**src/rtl/parity_frame_pkg.sv**
```systemverilog
// Shared types and line-level constants for the parity frame receiver.
package parity_frame_pkg;

  typedef enum logic [1:0] {IDLE, DATA, PARITY, STOP} rx_state_t;

  localparam logic START_BIT  = 1'b0;
  localparam logic STOP_BIT   = 1'b1;
  localparam logic IDLE_LEVEL = 1'b1;

endpackage

```
**src/rtl/parity_frame_rx_if.sv**
```systemverilog
// Word handshake between the parity frame receiver (master) and its consumer (slave).
interface parity_frame_rx_if #(
  parameter int unsigned DATA_W = 3
);

  logic [DATA_W-1:0] rx_data;
  logic              rx_valid;
  logic              rx_ready;
  logic              parity_err;
  logic              frame_err;

  modport master (
    output rx_data,
    output rx_valid,
    output parity_err,
    output frame_err,
    input  rx_ready
  );

  modport slave (
    input  rx_data,
    input  rx_valid,
    input  parity_err,
    input  frame_err,
    output rx_ready
  );

endinterface

```
**src/rtl/parity_frame_fsm.sv**
```systemverilog
// Frame deserialiser: tracks start/data/parity/stop slots, gathers data bits and running parity.
module parity_frame_fsm
  import parity_frame_pkg::*;
#(
  parameter int unsigned DATA_W = 3
) (
  input  logic              clk,
  input  logic              rst_n,
  input  logic              bit_en,
  input  logic              rx_in,
  output logic              frame_done,
  output logic [DATA_W-1:0] word,
  output logic              parity,
  output logic              stop_ok
);

  localparam int unsigned IDX_W = (DATA_W > 1) ? $clog2(DATA_W) : 1;
  localparam logic [IDX_W-1:0] IDX_LAST = IDX_W'(DATA_W - 1);

  rx_state_t         state, state_nxt;
  logic [IDX_W-1:0]  idx, idx_nxt;
  logic [DATA_W-1:0] shreg, shreg_nxt;
  logic              par, par_nxt;

  always_ff @(posedge clk or negedge rst_n) begin
    if (!rst_n) begin
      state <= IDLE;
      idx   <= '0;
      shreg <= '0;
      par   <= 1'b0;
    end else begin
      state <= state_nxt;
      idx   <= idx_nxt;
      shreg <= shreg_nxt;
      par   <= par_nxt;
    end
  end

  always_comb begin
    state_nxt = state;
    idx_nxt   = idx;
    shreg_nxt = shreg;
    par_nxt   = par;
    if (bit_en) begin
      case (state)
        IDLE: begin
          if (rx_in == START_BIT) begin
            state_nxt = DATA;
            idx_nxt   = '0;
            par_nxt   = 1'b0;
          end
        end
        DATA: begin
          shreg_nxt[idx] = rx_in;
          par_nxt        = par ^ rx_in;
          if (idx == IDX_LAST) state_nxt = PARITY;
          else                 idx_nxt   = idx + IDX_W'(1);
        end
        PARITY: begin
          par_nxt   = par ^ rx_in;
          state_nxt = STOP;
        end
        STOP:    state_nxt = IDLE;
        default: state_nxt = IDLE;
      endcase
    end
  end

  // Completion is combinational so the top can capture the word on the same edge as the stop sample.
  always_comb begin
    frame_done = bit_en && (state == STOP);
    word       = shreg;
    parity     = par;
    stop_ok    = (rx_in == STOP_BIT);
  end

endmodule

```
**src/rtl/parity_frame_rx.sv**
```systemverilog
// Even-parity serial frame receiver with valid/ready output buffer and sticky overrun.
// Optional saturating parity-error counter enabled by defining PARITY_ERR_CNT_EN.
module parity_frame_rx
  import parity_frame_pkg::*;
#(
  parameter int unsigned DATA_W = 3,
  parameter int unsigned CNT_W  = 8
) (
  input  logic               clk,
  input  logic               rst_n,
  input  logic               bit_en,
  input  logic               rx_in,
  parity_frame_rx_if.master  rx_bus,
  output logic               overrun,
  output logic [CNT_W-1:0]   err_cnt
);

  logic              frame_done;
  logic [DATA_W-1:0] word;
  logic              parity;
  logic              stop_ok;

  logic [DATA_W-1:0] data_q;
  logic              valid_q;
  logic              perr_q;
  logic              ferr_q;
  logic              ovr_q;
  logic              load;

  parity_frame_fsm #(
    .DATA_W (DATA_W)
  ) u_fsm (
    .clk        (clk),
    .rst_n      (rst_n),
    .bit_en     (bit_en),
    .rx_in      (rx_in),
    .frame_done (frame_done),
    .word       (word),
    .parity     (parity),
    .stop_ok    (stop_ok)
  );

  // Buffer is free when empty or being drained on this very edge.
  assign load = frame_done && (!valid_q || rx_bus.rx_ready);

  always_ff @(posedge clk or negedge rst_n) begin
    if (!rst_n) begin
      data_q  <= '0;
      valid_q <= 1'b0;
      perr_q  <= 1'b0;
      ferr_q  <= 1'b0;
      ovr_q   <= 1'b0;
    end else begin
      if (load) begin
        data_q  <= word;
        perr_q  <= parity;
        ferr_q  <= !stop_ok;
        valid_q <= 1'b1;
      end else if (valid_q && rx_bus.rx_ready) begin
        valid_q <= 1'b0;
      end
      if (frame_done && !load) ovr_q <= 1'b1;
    end
  end

  assign rx_bus.rx_data    = data_q;
  assign rx_bus.rx_valid   = valid_q;
  assign rx_bus.parity_err = perr_q;
  assign rx_bus.frame_err  = ferr_q;
  assign overrun           = ovr_q;

`ifdef PARITY_ERR_CNT_EN
  logic [CNT_W-1:0] cnt_q;

  always_ff @(posedge clk or negedge rst_n) begin
    if (!rst_n)                              cnt_q <= '0;
    else if (load && parity && cnt_q != '1)  cnt_q <= cnt_q + CNT_W'(1);
  end

  assign err_cnt = cnt_q;
`else
  assign err_cnt = '0;
`endif

endmodule
```
**src/flat_wrapper.sv**
```systemverilog
// flat-port wrapper written by rule: the top's interface ports become plain ports
module parity_frame_rx_flat import parity_frame_pkg::*;
#(
  parameter int unsigned DATA_W = 3,
  parameter int unsigned CNT_W  = 8
)
  (clk, rst_n, bit_en, rx_in, overrun, err_cnt, rx_bus_rx_data, rx_bus_rx_valid, rx_bus_parity_err, rx_bus_frame_err, rx_bus_rx_ready);
  parity_frame_rx_if #(.DATA_W(DATA_W)) rx_bus_i ();
  input  logic clk;
  input  logic rst_n;
  input  logic bit_en;
  input  logic rx_in;
  output logic overrun;
  output logic [CNT_W-1:0] err_cnt;
  output wire logic [$bits(rx_bus_i.rx_data)-1:0] rx_bus_rx_data;
  output wire logic [$bits(rx_bus_i.rx_valid)-1:0] rx_bus_rx_valid;
  output wire logic [$bits(rx_bus_i.parity_err)-1:0] rx_bus_parity_err;
  output wire logic [$bits(rx_bus_i.frame_err)-1:0] rx_bus_frame_err;
  input wire logic [$bits(rx_bus_i.rx_ready)-1:0] rx_bus_rx_ready;
  assign rx_bus_rx_data = rx_bus_i.rx_data;
  assign rx_bus_rx_valid = rx_bus_i.rx_valid;
  assign rx_bus_parity_err = rx_bus_i.parity_err;
  assign rx_bus_frame_err = rx_bus_i.frame_err;
  assign rx_bus_i.rx_ready = rx_bus_rx_ready;
  parity_frame_rx #(.DATA_W(DATA_W), .CNT_W(CNT_W)) u_core (.clk(clk), .rst_n(rst_n), .bit_en(bit_en), .rx_in(rx_in), .rx_bus(rx_bus_i), .overrun(overrun), .err_cnt(err_cnt));
endmodule
```
**config.mk**
```make
export PLATFORM = sky130hd
export DESIGN_NAME = parity_frame_rx_flat
export DESIGN_NICKNAME = d
export VERILOG_FILES = /design/src/rtl/parity_frame_pkg.sv /design/src/rtl/parity_frame_rx_if.sv /design/src/rtl/parity_frame_fsm.sv /design/src/rtl/parity_frame_rx.sv /design/src/flat_wrapper.sv
export SDC_FILE = /design/constraint.sdc
export NUM_CORES = 1
export LEC_CHECK = 0
export CORE_MARGIN = 8
export CORE_UTILIZATION = 48
export DETAILED_ROUTE_END_ITERATION = 16
export PLACE_DENSITY_LB_ADDON = 0.1
export SKIP_CTS_REPAIR_TIMING = 1
export SYNTH_ARGS = -nofsm -noshare
export SYNTH_HDL_FRONTEND = slang
export SYNTH_SLANG_ARGS = --single-unit
export TNS_END_PERCENT = 30
```
**constraint.sdc**
```tcl
create_clock -name clk -period 2 [get_ports clk]
set_input_delay 0.4 -clock clk [delete_from_list [all_inputs] [get_ports clk]]
set_output_delay 0.4 -clock clk [all_outputs]
set_load 0.005 [all_outputs]
```
==> impl_metrics.sql <==
INSERT INTO impl_metrics (metric_group, metric, value, unit) VALUES
('clock_tree', 'clk_path_buf_depth', '2', ''),
('pwr', 'pwr_density_cell', '1330', 'nW/um^2'),
('logic_synthesis', 'yosysSeqAreaShare', '0.434', ''),
('job', 'drv.max_cap_violation_count', '0', ''),
('cells_and_area', 'layout.cells.most_common_list', 'sky130_fd_sc_hd__dfrtp_1 (15), sky130_fd_sc_hd__clkdlybuf4s50_1 (11), sky130_fd_sc_hd__ha_1 (9), sky130_fd_sc_hd__conb_1 (8), sky130_fd_sc_hd__mux2_2 (7)', ''),
('critical_path', 'endpoint_kind', 'output port', ''),
('cells_and_area', 'layout.cells.most_common', 'sky130_fd_sc_hd__dfrtp_1', ''),
('route', 'detail_route.first_pass.iterations', '2', ''),
('logic_synthesis', 'ys_ff_latch', '15', ''),
('timing', 'max_clock_freq', '628', 'MHz'),
('timing', 'slew_violations', '0', ''),
('critical_path', 'r2r_setup_slack', '0.42', 'ns'),
('floorplanning', 'die_span_y', '58.5', 'um'),
('clock_tree', 'clock-sinks', '15', ''),
('route', 'wl_per_cell', '12.4', 'um'),
('placed_design', 'routabilityCongestion', '0.692', ''),
('clock_tree', 'insertion_delay', '0.29', 'ns'),
('timing', 'layout_setup_ws', '0.408', 'ns'),
('cells_and_area', 'area_delta_synth_final', '17.6', '%'),
('cells_and_area', 'num_antenna_cells', '0', ''),
('grt', 'antenna_violations_before_repair', '0', ''),
('timing', 'timing.clock.skew', '0.00503', 'ns'),
('floorplanning', 'floorplan.die.width', '58.5', 'um'),
('placed_design', 'preCtsSetupSlack', '0.209', 'ns'),
('min_path', 'hold_path_class', 'in -> async', ''),
('route', 'avgViaCountPerCell', '4.72', ''),
('critical_path', 'path_class', 'reg -> out', ''),
('clock_tree', 'cts_max_level', '1', ''),
('critical_path', 'kind_of_cell_adding_the_most_delay_to_the_critical_path', 'buffers and inverters', ''),
('cells_and_area', 'fin_nets', '105', ''),
('grt', 'globalRouteTotalUtil', '0.100', ''),
('route', 'postRouteAntennaNets', '0', ''),
('timing', 'report.final.setup_viol', '0', ''),
('logic_synthesis', 'yosys.cell_types.count', '24', ''),
('critical_path', 'startpoint_kind_of_the_worst_setup_timing_path', 'flip-flop', ''),
('placed_design', 'place_hpwl', '1150', 'um'),
('timing', 'timing.final.hold_violations', '0', ''),
('logic_synthesis', 'synth_warnings', '0', ''),
('logic_synthesis', 'postSynthCellCount', '74', ''),
('logic_synthesis', 'synth.avg_cell_area', '11.7', 'um^2'),
('clock_tree', 'cts_tree', 'yes', ''),
('floorplanning', 'fp-row-count', '15', ''),
('floorplanning', 'core-area', '1710', 'um^2'),
('timing', 'setup-tns-final', '0', 'ns'),
('critical_path', 'worst_path_max_delay_cell', 'sky130_fd_sc_hd__clkdlybuf4s50_1', ''),
('critical_path', 'timing.critical_path.required', '1.60', 'ns'),
('clock_tree', 'clock_tree.root_cell', 'sky130_fd_sc_hd__clkbuf_4', ''),
('critical_path', 'largest_incremental_delay_on_the_critical_path', '0.52', 'ns'),
('clock_tree', 'cts_made_buffers', '3', ''),
('pwr', 'vdd.ir_drop.worst', '0.000591', 'V'),
('route', 'drcViolationCount', '0', ''),
('critical_path', 'cp_cell_sequence', 'clkdlybuf4s50_1', ''),
('critical_path', 'buffering_stage_count_on_the_worst_path_with_inverters_included', '1', ''),
('timing', 'final.min_clock_period', '1.59', 'ns'),
('timing', 'fin_crit_sh', '0.796', ''),
('route', 'detail_route.wirelength', '1430', 'um'),
('placed_design', 'place.port_buffers', '11', ''),
('cells_and_area', 'drive_gt1_frac', '0.233', ''),
('clock_tree', 'path_clk_slew', '0.09', 'ns'),
('route', 'detail_route.iter0.violations', '3', ''),
('floorplanning', 'initial_core_util', '0.507', ''),
('grt', 'grt_first_pass_wirelength', '2620', 'um'),
('route', 'detailroute.via_count', '543', ''),
('outcome', 'run_status', 'finished clean', ''),
('logic_synthesis', 'synthesis.area', '866', 'um^2'),
('floorplanning', 'fp.dieArea', '3420', 'um^2'),
('critical_path', 'cp_max_fo', '2', ''),
('critical_path', 'r2r-end', 'u_core.u_fsm.state[1]$_DFFE_PN0P_', ''),
('critical_path', 'r2r_start', 'u_core.u_fsm.state[1]$_DFFE_PN0P_', ''),
('grt', 'grt_start_max_net_pins', '16', ''),
('timing', 'rsz0062_at_grt', 'no', ''),
('grt', 'first_global_vias', '552', ''),
('pwr', 'pleak', '0.496', 'nW'),
('floorplanning', 'floorplan.io_pins', '20', ''),
('critical_path', 'worstPathArrival', '1.19', 'ns'),
('critical_path', 'timing.reg2reg.worst_path_depth', '5', ''),
('grt', 'grt-ovfl-total', '0', '');
-- per-stage QoR --
step	total power, W	instances	hold WS (ns)	utilization	instance area [um^2]
after floorplan	0.000951	81	0.104	-	892
after global placement	0.00117	111	0.463	0.580	991
after detailed placement	0.00119	111	0.466	0.580	991
after CTS	0.00137	115	0.423	0.596	1020
after global routing	0.00149	115	0.420	0.596	1020
final	0.00135	115	0.419	0.596	1020
-- worst reg2reg max path, stage by stage, from the launching register on --
cell                      delay [ns]
sky130_fd_sc_hd__dfrtp_1        0.44
sky130_fd_sc_hd__inv_1          0.10
sky130_fd_sc_hd__ha_1           0.30
sky130_fd_sc_hd__inv_1          0.11
sky130_fd_sc_hd__o21ai_2        0.21
sky130_fd_sc_hd__mux2_4         0.31
-- state kept, by name, summed over array words and instances (netlist names) --
| name | cells |
|---|---|
| u_core.u_fsm.state | 2 |
| u_core.rx_bus.rx_valid | 1 |
| u_core.u_fsm.idx | 2 |
| u_core.u_fsm.parity | 1 |
| u_core.u_fsm.word | 3 |
| u_core.rx_bus.frame_err | 1 |
| u_core.overrun | 1 |
| u_core.rx_bus.parity_err | 1 |
| u_core.rx_bus.rx_data | 3 |
-- cell families (layout without fill, tap and decap cells) --
group	after synthesis	in the layout	synth area share
multiplexers	10	10	0.132
adder cells (fa/ha/maj)	9	9	0.130
AO/OA/AOI/OAI	10	10	0.111
other	1	8	0.00433
flip-flops	15	15	0.434
AND/OR/NAND/NOR	14	14	0.0881
buffers and inverters	15	24	0.101
-- power breakdown --
part           internal, W  switching, W
Clock            0.0000743      0.000101
Sequential        0.000445      0.000101
Combinational     0.000366      0.000265
-- cells in the mapped netlist --
cell type,instances,area [um^2]
sky130_fd_sc_hd__dfrtp_1,15,375
sky130_fd_sc_hd__ha_1,9,113
sky130_fd_sc_hd__buf_4,8,60.1
sky130_fd_sc_hd__mux2_2,7,78.8
sky130_fd_sc_hd__inv_1,6,22.5
sky130_fd_sc_hd__nand2_1,4,15.0
sky130_fd_sc_hd__nand3_1,4,20.0
sky130_fd_sc_hd__mux2i_1,2,20.0
sky130_fd_sc_hd__nor2b_1,2,12.5
sky130_fd_sc_hd__o21ai_2,2,17.5
sky130_fd_sc_hd__o31ai_1,2,15.0
sky130_fd_sc_hd__a21bo_2,1,10.0
sky130_fd_sc_hd__a21boi_4,1,18.8
sky130_fd_sc_hd__a21o_2,1,8.76
sky130_fd_sc_hd__a221o_1,1,10.0
sky130_fd_sc_hd__and3_1,1,6.26
sky130_fd_sc_hd__buf_2,1,5.00
sky130_fd_sc_hd__conb_1,1,3.75
sky130_fd_sc_hd__mux2_4,1,15.0
sky130_fd_sc_hd__nand2b_4,1,13.8
sky130_fd_sc_hd__nor2_1,1,3.75
sky130_fd_sc_hd__nor3_1,1,5.00
sky130_fd_sc_hd__o21bai_1,1,7.51
sky130_fd_sc_hd__o41ai_1,1,8.76
-- layer usage --
layer	global-route usage	vias to the layer above	wire length (um)
met2	0.156	14	650
met4	0.0839	0	51
li1	-	266	-
met3	0.0239	5	79
met1	0.114	258	645
met5	0	-	0
-- layout make-up --
cell class | instances | area (um^2)
multi-input combinational | 51 | 429
clock buffer | 3 | 22.5
clock inverter | 1 | 5.00
inverter | 6 | 22.5
timing repair buffer | 14 | 133
tap | 25 | 31.3
fill | 159 | 689
sequential | 15 | 375
-- how the worst max path moves through the flow --
| stage | slack, ns | startpoint | end | cells after the start |
|---|---|---|---|---|
| finish | 0.41 | u_core.rx_bus.rx_valid$_DFFE_PN0P_ | rx_bus_rx_valid | 1 |
| global route | 0.30 | u_core.u_fsm.state[1]$_DFFE_PN0P_ | u_core.u_fsm.state[1]$_DFFE_PN0P_ | 5 |
| CTS | 0.39 | u_core.rx_bus.rx_valid$_DFFE_PN0P_ | rx_bus_rx_valid | 1 |
| detailed placement | 0.21 | bit_en | u_core.rx_bus.parity_err$_DFFE_PN0P_ | 5 |
| global placement | 0.22 | bit_en | u_core.rx_bus.rx_data[1]$_DFFE_PN0P_ | 5 |
| floorplan | 0.56 | u_core.u_fsm.state[1]$_DFFE_PN0P_ | u_core.u_fsm.state[1]$_DFFE_PN0P_ | 5 |
(Power assumes the default switching activity.)
